$ cat config.mk
export PLATFORM = sky130hd
export DESIGN_NAME = seq_divider
export DESIGN_NICKNAME = d
export VERILOG_FILES = /design/src/rtl/div_pkg.sv /design/src/rtl/div_restoring_step.sv /design/src/rtl/seq_divider.sv
export SDC_FILE = /design/constraint.sdc
export NUM_CORES = 1
export LEC_CHECK = 0
export CORE_ASPECT_RATIO = 1.4
export CORE_MARGIN = 8
export CORE_UTILIZATION = 45
export CTS_CLUSTER_DIAMETER = 50
export DETAILED_ROUTE_END_ITERATION = 8
export PLACE_DENSITY = 0.7
export SLEW_MARGIN = 40
export SYNTH_ARGS = -nofsm -noshare
export SYNTH_HDL_FRONTEND = slang
export SYNTH_HIERARCHICAL = 1
export SYNTH_SLANG_ARGS = --single-unit
$ cat constraint.sdc
create_clock -name clk -period 4 [get_ports clk]
set_clock_uncertainty 0.05 [all_clocks]
set_input_delay 1.2 -clock clk [delete_from_list [all_inputs] [get_ports clk]]
set_output_delay 1.2 -clock clk [all_outputs]
set_load 0.02 [all_outputs]
$ cat src/rtl/div_pkg.sv
// div_pkg: shared widths, counter size and FSM state type for the sequential divider
// Holds DIV_DATA_WIDTH, DIV_DIVIDEND_WIDTH, DIV_CNT_WIDTH and div_state_e.
package div_pkg;
    localparam int DIV_DATA_WIDTH     = 12;
    localparam int DIV_DIVIDEND_WIDTH = 2 * DIV_DATA_WIDTH;
    localparam int DIV_CNT_WIDTH      = $clog2(DIV_DIVIDEND_WIDTH + 1);
    typedef enum logic [1:0] {IDLE, CALC, DONE} div_state_e;
endpackage

$ cat src/rtl/div_restoring_step.sv
// div_restoring_step: one combinational restoring-division iteration
// Ports: rem_i partial remainder, bit_i next dividend bit (MSB first), divisor_i divisor,
//        rem_o next partial remainder, q_o quotient bit.
module div_restoring_step
    import div_pkg::*;
#(
    parameter int DATA_WIDTH = DIV_DATA_WIDTH
) (
    input  logic [DATA_WIDTH-1:0] rem_i,
    input  logic                  bit_i,
    input  logic [DATA_WIDTH-1:0] divisor_i,
    output logic [DATA_WIDTH-1:0] rem_o,
    output logic                  q_o
);
    logic [DATA_WIDTH:0] shifted;
    assign shifted = {rem_i, bit_i};
    assign q_o     = shifted >= {1'b0, divisor_i};
    // the kept value is always below the divisor, so it fits in DATA_WIDTH bits
    assign rem_o   = DATA_WIDTH'(q_o ? shifted - {1'b0, divisor_i} : shifted);
endmodule

$ cat src/rtl/seq_divider.sv
// seq_divider: iterative restoring unsigned divider, one quotient bit per clock
// Ports: clk, rst_n (async active-low); valid_i/ready_o input handshake with dividend_i, divisor_i;
//        valid_o one-cycle strobe with held quotient_o, remainder_o, div_by_zero_o.
// Option: define DIV_ROUND_NEAREST_EN to round the quotient half-up (remainder stays raw).
module seq_divider
    import div_pkg::*;
#(
    parameter int DATA_WIDTH     = DIV_DATA_WIDTH,
    parameter int DIVIDEND_WIDTH = 2 * DATA_WIDTH
) (
    input  logic                      clk,
    input  logic                      rst_n,
    input  logic                      valid_i,
    output logic                      ready_o,
    input  logic [DIVIDEND_WIDTH-1:0] dividend_i,
    input  logic [DATA_WIDTH-1:0]     divisor_i,
    output logic                      valid_o,
    output logic [DIVIDEND_WIDTH-1:0] quotient_o,
    output logic [DATA_WIDTH-1:0]     remainder_o,
    output logic                      div_by_zero_o
);
    localparam int CNT_W = $clog2(DIVIDEND_WIDTH + 1);

    div_state_e                state_q, state_d;
    logic [DIVIDEND_WIDTH-1:0] dvd_q;
    logic [DATA_WIDTH-1:0]     dsr_q;
    logic [DATA_WIDTH-1:0]     rem_q;
    logic [DATA_WIDTH-1:0]     rem_nx;
    logic [CNT_W-1:0]          cnt_q;
    logic                      q_bit;
    logic                      accept;
    logic                      last;
    logic [DIVIDEND_WIDTH-1:0] q_raw;
    logic [DIVIDEND_WIDTH-1:0] q_fin;

    assign ready_o = state_q == IDLE;
    assign accept  = ready_o && valid_i;
    assign last    = cnt_q == CNT_W'(DIVIDEND_WIDTH - 1);

    div_restoring_step #(.DATA_WIDTH(DATA_WIDTH)) u_step (
        .rem_i    (rem_q),
        .bit_i    (dvd_q[DIVIDEND_WIDTH-1]),
        .divisor_i(dsr_q),
        .rem_o    (rem_nx),
        .q_o      (q_bit)
    );

    // dividend bits shift out of the top while quotient bits shift in at the bottom
    assign q_raw = {dvd_q[DIVIDEND_WIDTH-2:0], q_bit};

`ifdef DIV_ROUND_NEAREST_EN
    assign q_fin = ({rem_nx, 1'b0} >= {1'b0, dsr_q}) ? q_raw + DIVIDEND_WIDTH'(1) : q_raw;
`else
    assign q_fin = q_raw;
`endif

    always_ff @(posedge clk or negedge rst_n) begin
        if (!rst_n) state_q <= IDLE;
        else        state_q <= state_d;
    end

    always_comb begin
        state_d = state_q;
        if (accept)                        state_d = (divisor_i == '0) ? DONE : CALC;
        else if (state_q == CALC && last)  state_d = DONE;
        else if (state_q == DONE)          state_d = IDLE;
    end

    always_ff @(posedge clk or negedge rst_n) begin
        if (!rst_n) begin
            dvd_q         <= '0;
            dsr_q         <= '0;
            rem_q         <= '0;
            cnt_q         <= '0;
            valid_o       <= 1'b0;
            quotient_o    <= '0;
            remainder_o   <= '0;
            div_by_zero_o <= 1'b0;
        end else begin
            // the strobe trails the DONE state by one edge
            valid_o <= state_q == DONE;
            if (accept) begin
                dvd_q <= dividend_i;
                dsr_q <= divisor_i;
                rem_q <= '0;
                cnt_q <= '0;
                if (divisor_i == '0) begin
                    quotient_o    <= '1;
                    remainder_o   <= '0;
                    div_by_zero_o <= 1'b1;
                end
            end else if (state_q == CALC) begin
                dvd_q <= q_raw;
                rem_q <= rem_nx;
                cnt_q <= cnt_q + CNT_W'(1);
                if (last) begin
                    quotient_o    <= q_fin;
                    remainder_o   <= rem_nx;
                    div_by_zero_o <= 1'b0;
                end
            end
        end
    end
endmodule

==> results of run 1 <==
[metal layers]
layer,vias to the layer above,GRT usage [%]
met2,104,30.9
met3,30,4.37
met4,0,9.03
met5,-,0
li1,1836,-
met1,1932,18.5
[kinds of logic (layout without fill, tap and decap cells)]
| logic type | Yosys count | count (layout) |
|---|---|---|
| simple gates | 193 | 193 |
| compound gates | 112 | 112 |
| flops | 93 | 93 |
| buf+inv | 50 | 117 |
| mux | 15 | 15 |
| fa+ha+maj | 14 | 14 |
| xor+xnor | 8 | 8 |
[state kept, by name, indices dropped and copies added, names as in the netlist]
name,count
div_by_zero_o,1
dsr_q,12
quotient_o,24
cnt_q,5
rem_q,12
remainder_o,12
valid_o,1
dvd_q,24
state_q,2
[path summary, 6_finish.rpt]
| kind | depth (start not counted) | startpoint | to | slack, ps |
|---|---|---|---|---|
| max | 11 | dsr_q[1] | remainder_o[2] | 880 |
| min | 2 | dsr_q[3] | dsr_q[3] | 430 |
| max reg2reg | 11 | dsr_q[1] | remainder_o[2] | 880 |
| min reg2reg | 2 | dsr_q[3] | dsr_q[3] | 430 |
| max in group asynchronous | 2 | rst_n | dsr_q[4] | 2260 |
| min in group asynchronous | 1 | rst_n | dvd_q[8] | 820 |
[cells in the final DEF (no fill, tap or decap), types with 2 or more instances in the layout]
cell type / count
and3_1: 13
inv_1: 16
nor3_1: 8
ha_1: 13
buf_4: 9
clkbuf_16: 9
xor2_1: 3
nor2b_1: 5
clkinvlp_4: 2
mux2i_1: 5
o22ai_1: 5
a22oi_1: 19
a2bb2oi_1: 5
o31a_1: 2
nor2b_4: 2
clkdlybuf4s50_1: 76
nand4_1: 2
xnor2_1: 5
nand2_1: 109
a2bb2oi_2: 19
nor4_1: 4
mux2_4: 7
a31o_1: 12
nand3_1: 25
dfrtp_1: 93
nor2_1: 16
a21oi_1: 29
o21ai_0: 4
mux2_2: 3
o21a_1: 2
[per-stage QoR]
stage          power (mW)  setup WS (ps)  cells  cell area (um^2)  hold slack (ps)
6_report             5.87            877    693              6000              427
5_1_grt              6.25            789    693              6000              440
4_1_cts              5.88            880    693              6000              428
3_5_place_dp         4.96            891    677              5690              412
3_3_place_gp         4.85            850    677              5680              404
2_1_floorplan        4.00           1110    485              4850              387
[cell type report]
cell class,count,area share (%)
clock inverter,6,1.17
clock buffer,10,3.98
sequential,93,38.8
timing repair buffer,85,13.8
multi-input combinational,342,38.4
tap,141,2.94
inverter,16,1.00
[power by group through the flow]
| stage | registers (mW) | clock network, mW | logic, mW |
|---|---|---|---|
| 2_1_floorplan | 1.84 | 0 | 2.16 |
| 3_3_place_gp | 1.72 | 0 | 3.13 |
| 3_5_place_dp | 1.74 | 0 | 3.23 |
| 4_1_cts | 1.73 | 0.898 | 3.25 |
| 5_1_grt | 1.78 | 0.935 | 3.53 |
| 6_report | 1.73 | 0.885 | 3.25 |
[critical path, stage by stage (launching register included)]
cell and delay (ps):
dfrtp_1 400, inv_1 60, ha_1 310, nor2b_4 140, o31a_1 270, o31a_1 290
o311a_4 330, nor4_4 130, buf_4 300, mux2_2 400, and3_1 160, a31o_1 180
==> impl_metrics.tcl, run 1 <==
set metrics [dict create \
    async_flop_share_pct 100 \
    synth_commonest_cells "110 x nand2_1, 93 x dfrtp_1, 29 x a21oi_1" \
    fp.dieW_um 104 \
    initial_core_util_pct 45.3 \
    antenna_found_initial 0 \
    synthMuxAreaShare_pct 3.90 \
    synth_top_family_by_area "compound AO/OA/AOI/OAI gates" \
    hold_violations 0 \
    cts_buffers 9 \
    clkPwrFrac_pct 15.1 \
    post_synth_num_cell_types 55 \
    grt_max_degree 49 \
    root_buffer "clkbuf_16" \
    dominantRegCellSynth "dfrtp_1" \
    layout-drive-gt1-share_pct 12.0 \
    place_congestion 0.836 \
    syn-num-nets 538 \
    leakage_nw 2.78 \
    drt-met1-wl_um 5070 \
    synth_xor_area_share_pct 1.45 \
    dp_hpwl_um 8660 \
    die_area_um2 14400 \
    yosysTopAreaCell "dfrtp_1" \
    regArea_um2 2330 \
    timing.fmax_mhz 320 \
    period_needed_ps 3120 \
    top_layer "met4" \
    maxSlewHeadroom_pct 44.4 \
    dr_wl_met3_um 572 \
    cp.required_ps 4180 \
    syn_to_final_growth_pct 23.9 \
    period_share_pct 78.1 \
    rows 45 \
    core-area_um2 10700 \
    synth_seq_cells 93 \
    synth_enable_flop_cells 0 \
    grt_pass1_wl_um 20600 \
    cts_setup_buffers 0 \
    yosys.area_share.adder_pct 3.77 \
    clockBufferDepth 2 \
    viasPerCell 5.63 \
    routed_wl_um 12600 \
    dr_wl_met2_um 6540 \
    finalSetupViolations 0 \
    syn_area_per_cell_um2 9.99 \
    ir_drop_v 0.000518 \
    maxCapViolations 0 \
    post-route-util_pct 56.1 \
    combPwrFrac_pct 55.4 \
    cts_tree "done" \
    die-height_um 139 \
    drtIter0Drc 158 \
    swShare_pct 41.2 \
    fillers 986 \
    netSwitchingPower_mw 2.42 \
    io_buffers 77 \
    ys_top_cells_by_area "dfrtp_1 48%, nand2_1 8.5%, a2bb2oi_2 5.9%, ha_1 3.4%, a21oi_1 3.0%" \
    startpoint_type "flip-flop" \
    ctsHtreeMaxLevel 3 \
    cts.sinks 93 \
    syn_area_um2 4850 \
    ys_seq_area_share_pct 48.0 \
    overflow 0 \
    routedWlPerCell_um 18.2 \
    first_pass_iters 4 \
    grt_usage_pct 17.4 \
    worst_setup_path_end_kind "flip-flop" \
    grt_pass1_vias 4200 \
    io_pins 78 \
    drc 0 \
    synth.most_common_cell "nand2_1" \
    synthCells 485 \
    drv_slew 0 \
    drtAntennaViolNets 0 \
    synth_compound_gate_area_share_pct 19.5 \
    synthSimpleGateAreaFrac_pct 18.5 \
    multiInputGateArea_um2 2300 \
    hold_class "flip-flop to flip-flop" \
    cts-resized-gates 0 \
    rsz0062_at_grt "no" \
    yosys_warnings 6 \
    setup_tns_ps 0 \
    worstSetupPathType "flip-flop to flip-flop" \
    power_density_nw_per_um2 977 \
    worstPathMaxFanout 13 \
    tightestPinTransition_ps 833 \
    final_nets 600 \
    p_seq_share_pct 29.5 \
    clk_latency_ps 340 \
    worstPathArrival_ps 3300 \
    hold_buffers 0 \
    antenna_cells 0 \
    power.internal_mw 3.45 \
    clkTransAtPathRegs_ps 70 \
    synth_top_area_share_pct 48.0 \
    num_vias 3902 \
    status "completed" \
]
Note: power is estimated with default switching activity, not from simulation.
==> run 2, diff against run 1 <==
Clock period 4 ns to 3.1 ns, I/O delays scaled along.
==> impl_metrics.tcl, run 2 (synthesized netlist as in run 1, its figures left out) <==
set metrics [dict create \
    status "completed" \
    syn_to_final_growth_pct 25.6 \
    place_ws_ps 82.0 \
    setup_slack_ps 57.6 \
    worstPathMaxFanout 5 \
    layout-drive-gt1-share_pct 12.9 \
    ctsHtreeMaxLevel 3 \
    finalInstanceArea_um2 6090 \
    leakage_nw 2.80 \
    mostFrequentLayoutCell "nand2_1" \
    cts.sinks 93 \
    cts_buffers 9 \
    maxSlewHeadroom_pct 44.5 \
    cts_tree "done" \
    worst_setup_path_end_kind "flip-flop" \
    worstSetupPathType "flip-flop to flip-flop" \
    drtIter0Drc 159 \
    hold_buffers 0 \
    placed_cells 682 \
    crit_slowest_cell "dfrtp_1" \
    critPathTopFamily "compound AO/OA/AOI/OAI gates" \
    finalSetupViolations 0 \
    drc 0 \
    crit_chain "inv_1, ha_1, nor2b_4, o31a_1, o31a_1, o311a_4, nor4_4, buf_4, mux2_2, and3_1, a31o_1" \
    crit_buf_inv 2 \
    power.total_mw 7.66 \
    grt_usage_pct 17.9 \
    startpoint_type "flip-flop" \
    instances_no_fill 700 \
    fp.dieW_um 104 \
    clkTransAtPathRegs_ps 70 \
    tightestPinTransition_ps 833 \
    worstPathArrival_ps 3230 \
    initial_core_util_pct 45.3 \
    layout_common_cells "109 x nand2_1, 93 x dfrtp_1, 76 x clkdlybuf4s50_1" \
    grt_pass1_vias 4230 \
    drv_slew 0 \
    routed_wl_um 12900 \
    die-height_um 139 \
    root_buffer "clkbuf_16" \
    placed_area_um2 5760 \
    period_needed_ps 3040 \
    rows 45 \
    overflow 0 \
    die_area_um2 14400 \
    io_buffers 77 \
    routedWlPerCell_um 18.4 \
    cp.required_ps 3290 \
    antenna_cells 0 \
    grt_max_degree 45 \
    drtAntennaViolNets 0 \
    core-area_um2 10700 \
    num_vias 3959 \
    top_regs "dvd_q (24), quotient_o (24)" \
    maxCapViolations 0 \
    antenna_found_initial 0 \
    clockBufferDepth 2 \
    hold_violations 0 \
    timing.critical_path.slowest_cell_delay_ps 370 \
    grt_pass1_wl_um 21100 \
    power_density_nw_per_um2 1260 \
    period_share_pct 98.1 \
    dp_hpwl_um 8950 \
    clk_latency_ps 340 \
    final_nets 607 \
    ir_drop_v 0.000556 \
    viasPerCell 5.66 \
    hold_class "flip-flop to flip-flop" \
    io_pins 78 \
    timing.fmax_mhz 329 \
    first_pass_iters 4 \
    crit_top_cell "o31a_1" \
    place_congestion 0.908 \
]
## run 2: cell type report
cell class              instances  area [um^2]
clock buffers                  10          239
repair buffers                 92          918
fillers                       957         4610
well taps                     141          176
flip-flops and latches         93         2330
multi-input cells             342         2290
inverters                      16         60.1
clock inverters                 6         70.1
## run 2: report_power, final
part / total [mW] / switching, mW / internal, mW
registers: 2.23 / 0.442 / 1.78
logic: 4.31 / 2.21 / 2.09
clock network: 1.13 / 0.480 / 0.651
## run 2: what timing repair did
action	CTS	global route
buffers inserted	0	2
resized for setup	0	1
setup endpoints to repair	0	7
## run 2: per-stage QoR
| step | TNS (ps) | util [%] | hold slack (ps) |
|---|---|---|---|
| after floorplan | 0 | - | 387 |
| after global placement | 0 | 53.8 | 410 |
| after detailed placement | 0 | 53.8 | 413 |
| after CTS | 0 | 56.7 | 428 |
| after global routing | -91.8 | 56.9 | 451 |
| final | 0 | 56.9 | 428 |
## run 2: layer usage
metal | up-vias | part of all wire (%) | routed length [um] | GRT usage, %
met3 | 38 | 4.2 | 540 | 4.00
met4 | 0 | 4.7 | 608 | 11.3
met1 | 1976 | 39 | 5020 | 19.3
li1 | 1847 | - | - | -
met5 | - | 0 | 0 | 0
met2 | 98 | 52 | 6690 | 31.1
## run 2: worst register-to-register path: cells and delay by family (launching register included)
kind	cells	cell delay (ps)
fa+ha+maj	1	320
simple gates	3	520
mux	1	340
buf+inv	2	270
flops	1	370
compound gates	4	1070
## run 2: path summary, 6_finish.rpt
path                                start              to  slack (ps)  cells past startpoint
worst min-delay path            dsr_q[11]       dsr_q[11]         430                      2
min in group asynchronous           rst_n   quotient_o[9]         530                      1
worst min register to register  dsr_q[11]       dsr_q[11]         430                      2
worst max register to register   dsr_q[1]  remainder_o[2]          60                     11
worst max-delay path             dsr_q[1]  remainder_o[2]          60                     11
max in group asynchronous           rst_n       dvd_q[18]        1790                      2
